[config.mk]
export PLATFORM = sky130hd
export DESIGN_NAME = cordic_post
export DESIGN_NICKNAME = d
export VERILOG_FILES = /design/src/rtl/cordic_pkg.sv /design/src/rtl/cordic_serial_mul.sv /design/src/rtl/cordic_post.sv
export SDC_FILE = /design/constraint.sdc
export NUM_CORES = 1
export LEC_CHECK = 0
export CORE_ASPECT_RATIO = 0.6
export CORE_MARGIN = 2
export CORE_UTILIZATION = 54
export CTS_BUF_LIST = sky130_fd_sc_hd__clkbuf_4
export CTS_CLUSTER_DIAMETER = 80
export DETAILED_ROUTE_END_ITERATION = 8
export HOLD_SLACK_MARGIN = 0.12
export PLACE_DENSITY = 0.77
export SETUP_SLACK_MARGIN = 0.1
export SLEW_MARGIN = 40
export SYNTH_ARGS = -nofsm -noshare
export SYNTH_HDL_FRONTEND = slang
export SYNTH_SLANG_ARGS = --single-unit
[constraint.sdc]
create_clock -name i_clk -period 3.2 [get_ports i_clk]
set_input_delay 0.48 -clock i_clk [delete_from_list [all_inputs] [get_ports i_clk]]
set_output_delay 0.48 -clock i_clk [all_outputs]
set_load 0.005 [all_outputs]
[src/rtl/cordic_pkg.sv]
// cordic_pkg: shared CORDIC FSM state encoding and default datapath/gain constants
package cordic_pkg;
    typedef enum logic [1:0] {IDLE, MUL, ROUND, DONE} state_e;
    localparam int DEF_DATA_OP_WIDTH = 18;
    localparam int DEF_GAIN_WIDTH = 16;
    localparam logic [DEF_GAIN_WIDTH-1:0] DEF_INV_GAIN = 16'h9B75;
endpackage

[src/rtl/cordic_serial_mul.sv]
// cordic_serial_mul: one bit-serial shift-add lane, MSB-first, with round-half-up result.
// Ports: i_clk/i_rst clock and sync reset; i_clr clears the accumulator; i_en steps one
// gain bit; i_bit is the current gain bit; i_op the signed operand; o_res the rounded product.
module cordic_serial_mul import cordic_pkg::*; #(
    parameter int DATA_OP_WIDTH = DEF_DATA_OP_WIDTH,
    parameter int GAIN_WIDTH = DEF_GAIN_WIDTH
) (
    input  logic                            i_clk,
    input  logic                            i_rst,
    input  logic                            i_clr,
    input  logic                            i_en,
    input  logic                            i_bit,
    input  logic signed [DATA_OP_WIDTH-1:0] i_op,
    output logic signed [DATA_OP_WIDTH-1:0] o_res
);
    localparam int AW = DATA_OP_WIDTH + GAIN_WIDTH + 1;
    logic signed [AW-1:0] acc_q, acc_d;
    always_comb begin
        acc_d = i_clr ? '0 : i_en ? (acc_q <<< 1) + (i_bit ? AW'(i_op) : '0) : acc_q;
    end
    always_ff @(posedge i_clk) begin
        if (i_rst) acc_q <= '0;
        else acc_q <= acc_d;
    end
    // adding half an LSB before the arithmetic shift rounds ties toward +inf
    assign o_res = DATA_OP_WIDTH'((acc_q + (AW'(1) <<< (GAIN_WIDTH - 1))) >>> GAIN_WIDTH);
endmodule

[src/rtl/cordic_post.sv]
// cordic_post: CORDIC output stage removing the gain via serial multiply by 1/K, with flip and handshake.
// Ports: i_clk/i_rst clock and sync reset; i_valid/o_ready input handshake; i_func (0 rotation,
// 1 vectoring), i_flip, i_x/i_y/i_z raw stage results; o_valid/i_ready output handshake;
// o_x/o_y/o_z compensated results.
module cordic_post import cordic_pkg::*; #(
    parameter int DATA_OP_WIDTH = DEF_DATA_OP_WIDTH,
    parameter int FUNC_WIDTH = 1,
    parameter int GAIN_WIDTH = DEF_GAIN_WIDTH,
    parameter logic [GAIN_WIDTH-1:0] INV_GAIN = DEF_INV_GAIN
) (
    input  logic                            i_clk,
    input  logic                            i_rst,
    input  logic                            i_valid,
    output logic                            o_ready,
    input  logic [FUNC_WIDTH-1:0]           i_func,
    input  logic                            i_flip,
    input  logic signed [DATA_OP_WIDTH-1:0] i_x,
    input  logic signed [DATA_OP_WIDTH-1:0] i_y,
    input  logic signed [DATA_OP_WIDTH-1:0] i_z,
    output logic                            o_valid,
    input  logic                            i_ready,
    output logic signed [DATA_OP_WIDTH-1:0] o_x,
    output logic signed [DATA_OP_WIDTH-1:0] o_y,
    output logic signed [DATA_OP_WIDTH-1:0] o_z
);
    localparam int IW = (GAIN_WIDTH > 1) ? $clog2(GAIN_WIDTH) : 1;
    state_e state_q, state_d;
    logic [IW-1:0] idx_q, idx_d;
    logic [FUNC_WIDTH-1:0] func_q, func_d;
    logic flip_q, flip_d;
    logic signed [DATA_OP_WIDTH-1:0] x_q, x_d, y_q, y_d, z_q, z_d;
    logic signed [DATA_OP_WIDTH-1:0] ox_q, ox_d, oy_q, oy_d, oz_q, oz_d;
    logic signed [DATA_OP_WIDTH-1:0] res_x, res_y;
    logic accept, rot;
    assign accept = (state_q == IDLE) && i_valid;
    assign rot = (func_q == '0);
    always_comb begin
        state_d = state_q;
        idx_d = idx_q;
        func_d = func_q;
        flip_d = flip_q;
        x_d = x_q;
        y_d = y_q;
        z_d = z_q;
        ox_d = ox_q;
        oy_d = oy_q;
        oz_d = oz_q;
        case (state_q)
            IDLE: if (i_valid) begin
                state_d = MUL;
                idx_d = IW'(GAIN_WIDTH - 1);
                func_d = i_func;
                flip_d = i_flip;
                x_d = i_x;
                y_d = i_y;
                z_d = i_z;
            end
            MUL: begin
                idx_d = idx_q - 1'b1;
                state_d = (idx_q == '0) ? ROUND : MUL;
            end
            ROUND: begin
                state_d = DONE;
                // flip undoes the upstream pi pre-rotation; vectoring keeps the raw residual y
                ox_d = (rot && flip_q) ? -res_x : res_x;
                oy_d = !rot ? y_q : flip_q ? -res_y : res_y;
                oz_d = z_q;
            end
            DONE: state_d = i_ready ? IDLE : DONE;
            default: state_d = IDLE;
        endcase
    end
    always_ff @(posedge i_clk) begin
        if (i_rst) begin
            state_q <= IDLE;
            idx_q <= '0;
            func_q <= '0;
            flip_q <= 1'b0;
            x_q <= '0;
            y_q <= '0;
            z_q <= '0;
            ox_q <= '0;
            oy_q <= '0;
            oz_q <= '0;
        end else begin
            state_q <= state_d;
            idx_q <= idx_d;
            func_q <= func_d;
            flip_q <= flip_d;
            x_q <= x_d;
            y_q <= y_d;
            z_q <= z_d;
            ox_q <= ox_d;
            oy_q <= oy_d;
            oz_q <= oz_d;
        end
    end
    cordic_serial_mul #(.DATA_OP_WIDTH(DATA_OP_WIDTH), .GAIN_WIDTH(GAIN_WIDTH)) u_mul_x (
        .i_clk(i_clk), .i_rst(i_rst), .i_clr(accept), .i_en(state_q == MUL),
        .i_bit(INV_GAIN[idx_q]), .i_op(x_q), .o_res(res_x)
    );
    cordic_serial_mul #(.DATA_OP_WIDTH(DATA_OP_WIDTH), .GAIN_WIDTH(GAIN_WIDTH)) u_mul_y (
        .i_clk(i_clk), .i_rst(i_rst), .i_clr(accept), .i_en(state_q == MUL),
        .i_bit(INV_GAIN[idx_q]), .i_op(y_q), .o_res(res_y)
    );
    assign o_ready = (state_q == IDLE);
    assign o_valid = (state_q == DONE);
    assign o_x = ox_q;
    assign o_y = oy_q;
    assign o_z = oz_q;
endmodule

==> results.md <==
| Quantity | Reported | Unit |
|---|---|---|
| Crit path arrival time | 3.69 | ns |
| Topmost layer with routed signal wires | met4 | - |
| Async set-reset flop share out of synthesis | 0 | - |
| Met2 Routed Length | 13800 | um |
| Total wire length after detailed routing | 35500 | um |
| Final period utilization | 0.981 | - |
| Number of cell instances on the worst register-to-register path | 13 | - |
| Final Slew Violations | 0 | - |
| Synthesis Warnings | 0 | - |
| Critical path startpoint category | register | - |
| Normalized max-slew margin | 0.543 | - |
| Power Dens Cells | 381 | nW/um2 |
| Count of antenna diodes in the layout | 0 | - |
| Critical path data required time | 3.75 | ns |
| Commonest cells post-synth | 321 x sky130_fd_sc_hd__nand2_1, 198 x sky130_fd_sc_hd__a21oi_1, 185 x sky130_fd_sc_hd__dfxtp_1 | - |
| Maximum count of clock buffers along a single path | 2 | - |
| Predominant post-synthesis flop cell | sky130_fd_sc_hd__dfxtp_1 | - |
| Post-layout util | 0.688 | - |
| Number of register bits inferred by synthesis | 185 | - |
| Worst reg2reg setup slack | 0.06 | ns |
| Clock tree from TritonCTS | done | - |
| Dominant cells by area after synthesis | sky130_fd_sc_hd__dfxtp_1 31%, sky130_fd_sc_hd__nand2_1 10%, sky130_fd_sc_hd__a21oi_1 8.4%, sky130_fd_sc_hd__ha_1 7.5%, sky130_fd_sc_hd__xnor2_1 5.8% | - |
| Placement row count | 41 | - |
| Antenna violations before repair | 0 | - |
| Vias per inst | 5.91 | - |
| VDD IR-drop max | 0.245 | mV |
| Status | finished clean | - |
| Estimated wirelength of the detail-placed design | 25100 | um |
| Remaining design rule violation count | 0 | - |
| Maximum number of pins on one net before global-route repair | 56 | - |
| Count of fill cells added during filler insertion | 1707 | - |
| Proportion of layout cells with a drive suffix above 1 | 0.149 | - |
| Setup TNS | 0 | ns |
| Path class of the lowest-slack min-delay path | input pin to register | - |
| Met3 wire length | 3680 | um |
| Overall die width | 195 | um |
| P&R area growth vs syn | 23.8 | % |
| Setup crit end kind | register | - |
| Maximum operating frequency | 0.318 | GHz |
| Routed vias | 11853 | - |
| Total die area | 23100 | um2 |
| TritonCTS Buffers | 17 | - |
| Number of buffers added on ports | 115 | - |
| Placeable Area | 21200 | um2 |
| Transition at the pin with the smallest max-transition slack | 0.686 | ns |
| Overflow left after global routing | 0 | - |
| Share of the synthesized area in the top cell type | 0.314 | - |
| Number of synthesized flops with an enable pin | 0 | - |
| Wire length the detailed router placed on met1 | 17700 | um |
| Area of the mapped netlist | 11800 | um2 |
| Starting Density | 0.555 | - |
| Mapped Nets | 1697 | - |
| Count of pins on the block boundary | 116 | - |
| Sequential share of the synthesized area | 0.314 | - |
| Setup repair after global routing missed its margin | true | - |
| Synthesized instance count | 1564 | - |
| Area of combinational cells with multiple inputs | 8110 | um2 |
| Global-route usage over all layers | 0.296 | - |
| Leading area contributor after synthesis | sky130_fd_sc_hd__dfxtp_1 | - |
| Power consumption | 5560 | uW |
| Cell variety after synth | 71 | - |
| Clock input transition at the sequential cells of the worst setup and hold paths | 0.19 | ns |
| Wirelength per Cell | 17.7 | um |
| Max-cap violations | 0 | - |
| Synth Area per Inst | 7.54 | um2 |
| Global-route wire length before repair | 55100 | um |
| Worst hold slack across all endpoints | 0.254 | ns |
| Cell with the most instances after synthesis | sky130_fd_sc_hd__nand2_1 | - |
| Remaining antenna violation count | 0 | - |
| Total count of hold-check failures in the final report | 0 | - |
| Root Buffer | sky130_fd_sc_hd__clkbuf_4 | - |
| Vias in the first global route | 10500 | - |
| Path type of the worst setup path | register to register | - |
| Final weighted congestion in routability-driven placement | 0.936 | - |
| Final setup skew | 0.0400 | ns |
| Worst skew pair latency | 0.65 | ns |
| Vertical die dimension | 118 | um |
| Quantity of hold-fixing buffers added after cts | 0 | - |
| Final setup violating endpoints | 0 | - |
| TritonCTS Sinks | 185 | - |
| Largest driver fanout on the critical path | 6 | - |
| Hold Path Stages | 2 | - |
| Net total in the final layout | 1847 | - |
| # H-tree levels | 4 | - |
| Post-layout min period | 3.14 | ns |
| DRT Pass-1 Iters | 6 | - |
| DRT iter0 DRCs | 1173 | - |
| Flip-flop and latch area | 3710 | um2 |
| Leakage component of the power | 0.00581 | uW |
cell families (layout without fill, tap and decap cells):
| logic type | after synthesis | count (layout) | share of synthesized area |
|---|---|---|---|
| and+or+nand+nor | 605 | 605 | 0.233 |
| AOI/OAI and AO/OA | 446 | 446 | 0.233 |
| DFF | 185 | 185 | 0.314 |
| buffers and inverters | 121 | 284 | 0.0407 |
| xor gates and xnor gates | 120 | 120 | 0.0891 |
| adders and majority gates | 73 | 73 | 0.0787 |
| muxes | 14 | 14 | 0.0120 |
layout make-up:
cell class              count  share of cell area
clock buffers              18             0.00925
clock inverters            14              0.0125
inverters                  19             0.00488
multi-input cells        1258               0.555
flip-flops and latches    185               0.254
well taps                 279              0.0239
repair buffers            233               0.140
worst paths after layout:
kind | endpoint | from
max | u_mul_x.acc_q[31]$_SDFFE_PP0P_ | u_mul_x.i_bit$_DFF_P_
min reg2reg | o_z[6]$_SDFFE_PP0N_ | z_q[6]$_SDFFE_PP0P_
max reg2reg | u_mul_x.acc_q[31]$_SDFFE_PP0P_ | u_mul_x.i_bit$_DFF_P_
min | y_q[11]$_SDFFE_PP0P_ | i_rst
flip-flops by register name (all words and copies together), names as in the netlist, 2 cells and up:
signal / cells
y_q: 18
u_mul_y.acc_q: 34
state_q: 2
o_z: 18
o_x: 18
o_y: 18
u_mul_x.acc_q: 34
x_q: 18
z_q: 18
idx_q: 4
routing by layer:
layer	track usage	up-vias
li1	-	5802
met1	0.461	5492
met2	0.403	527
met3	0.0802	32
met4	0.0501	0
met5	0	-
critical path: stages (launching register included):
cell and delay [ns]:
sky130_fd_sc_hd__dfxtp_4 0.46, sky130_fd_sc_hd__buf_6 0.16, sky130_fd_sc_hd__and2_4 0.16, sky130_fd_sc_hd__ha_4 0.13, sky130_fd_sc_hd__fa_2 0.20, sky130_fd_sc_hd__a21o_1 0.15
sky130_fd_sc_hd__nand4_1 0.14, sky130_fd_sc_hd__a31o_2 0.32, sky130_fd_sc_hd__a2111o_1 0.43, sky130_fd_sc_hd__a311oi_2 0.27, sky130_fd_sc_hd__o22ai_2 0.13, sky130_fd_sc_hd__o21ai_2 0.20
sky130_fd_sc_hd__xor2_1 0.09, sky130_fd_sc_hd__a22o_1 0.20
power by group:
part / total [uW] / internal, uW / switching [uW]
logic: 1540 / 662 / 881
clock network: 1430 / 446 / 987
registers: 2590 / 2440 / 148
total: 5560 / 3550 / 2020
cells in the final DEF (no fill, tap or decap), types with 41 or more instances in the layout:
cell	count
sky130_fd_sc_hd__clkdlybuf4s50_1	114
sky130_fd_sc_hd__xor2_1	41
sky130_fd_sc_hd__a21oi_1	186
sky130_fd_sc_hd__buf_4	115
sky130_fd_sc_hd__o21ai_0	57
sky130_fd_sc_hd__ha_1	56
sky130_fd_sc_hd__nand2_1	320
sky130_fd_sc_hd__dfxtp_1	184
sky130_fd_sc_hd__xnor2_1	77
sky130_fd_sc_hd__nand3_1	41
sky130_fd_sc_hd__nor2_1	77
timing repair:
item	4_1_cts	5_1_grt
endpoints found under the setup margin	33	36
hold endpoints to repair	0	0
gates cloned	0	0
pin swaps	2	32
setup buffers	2	5
resized for setup	16	87
metrics by stage:
stage	setup slack (ns)	cell area [um2]	instances
2_1_floorplan	0.0924	11800	1564
3_3_place_gp	-0.0773	13700	1967
3_5_place_dp	-0.277	13700	1967
4_1_cts	0.0902	14100	2001
5_1_grt	-0.0262	14600	2006
6_report	0.0601	14600	2006
Note: power is estimated with default switching activity, not from simulation.
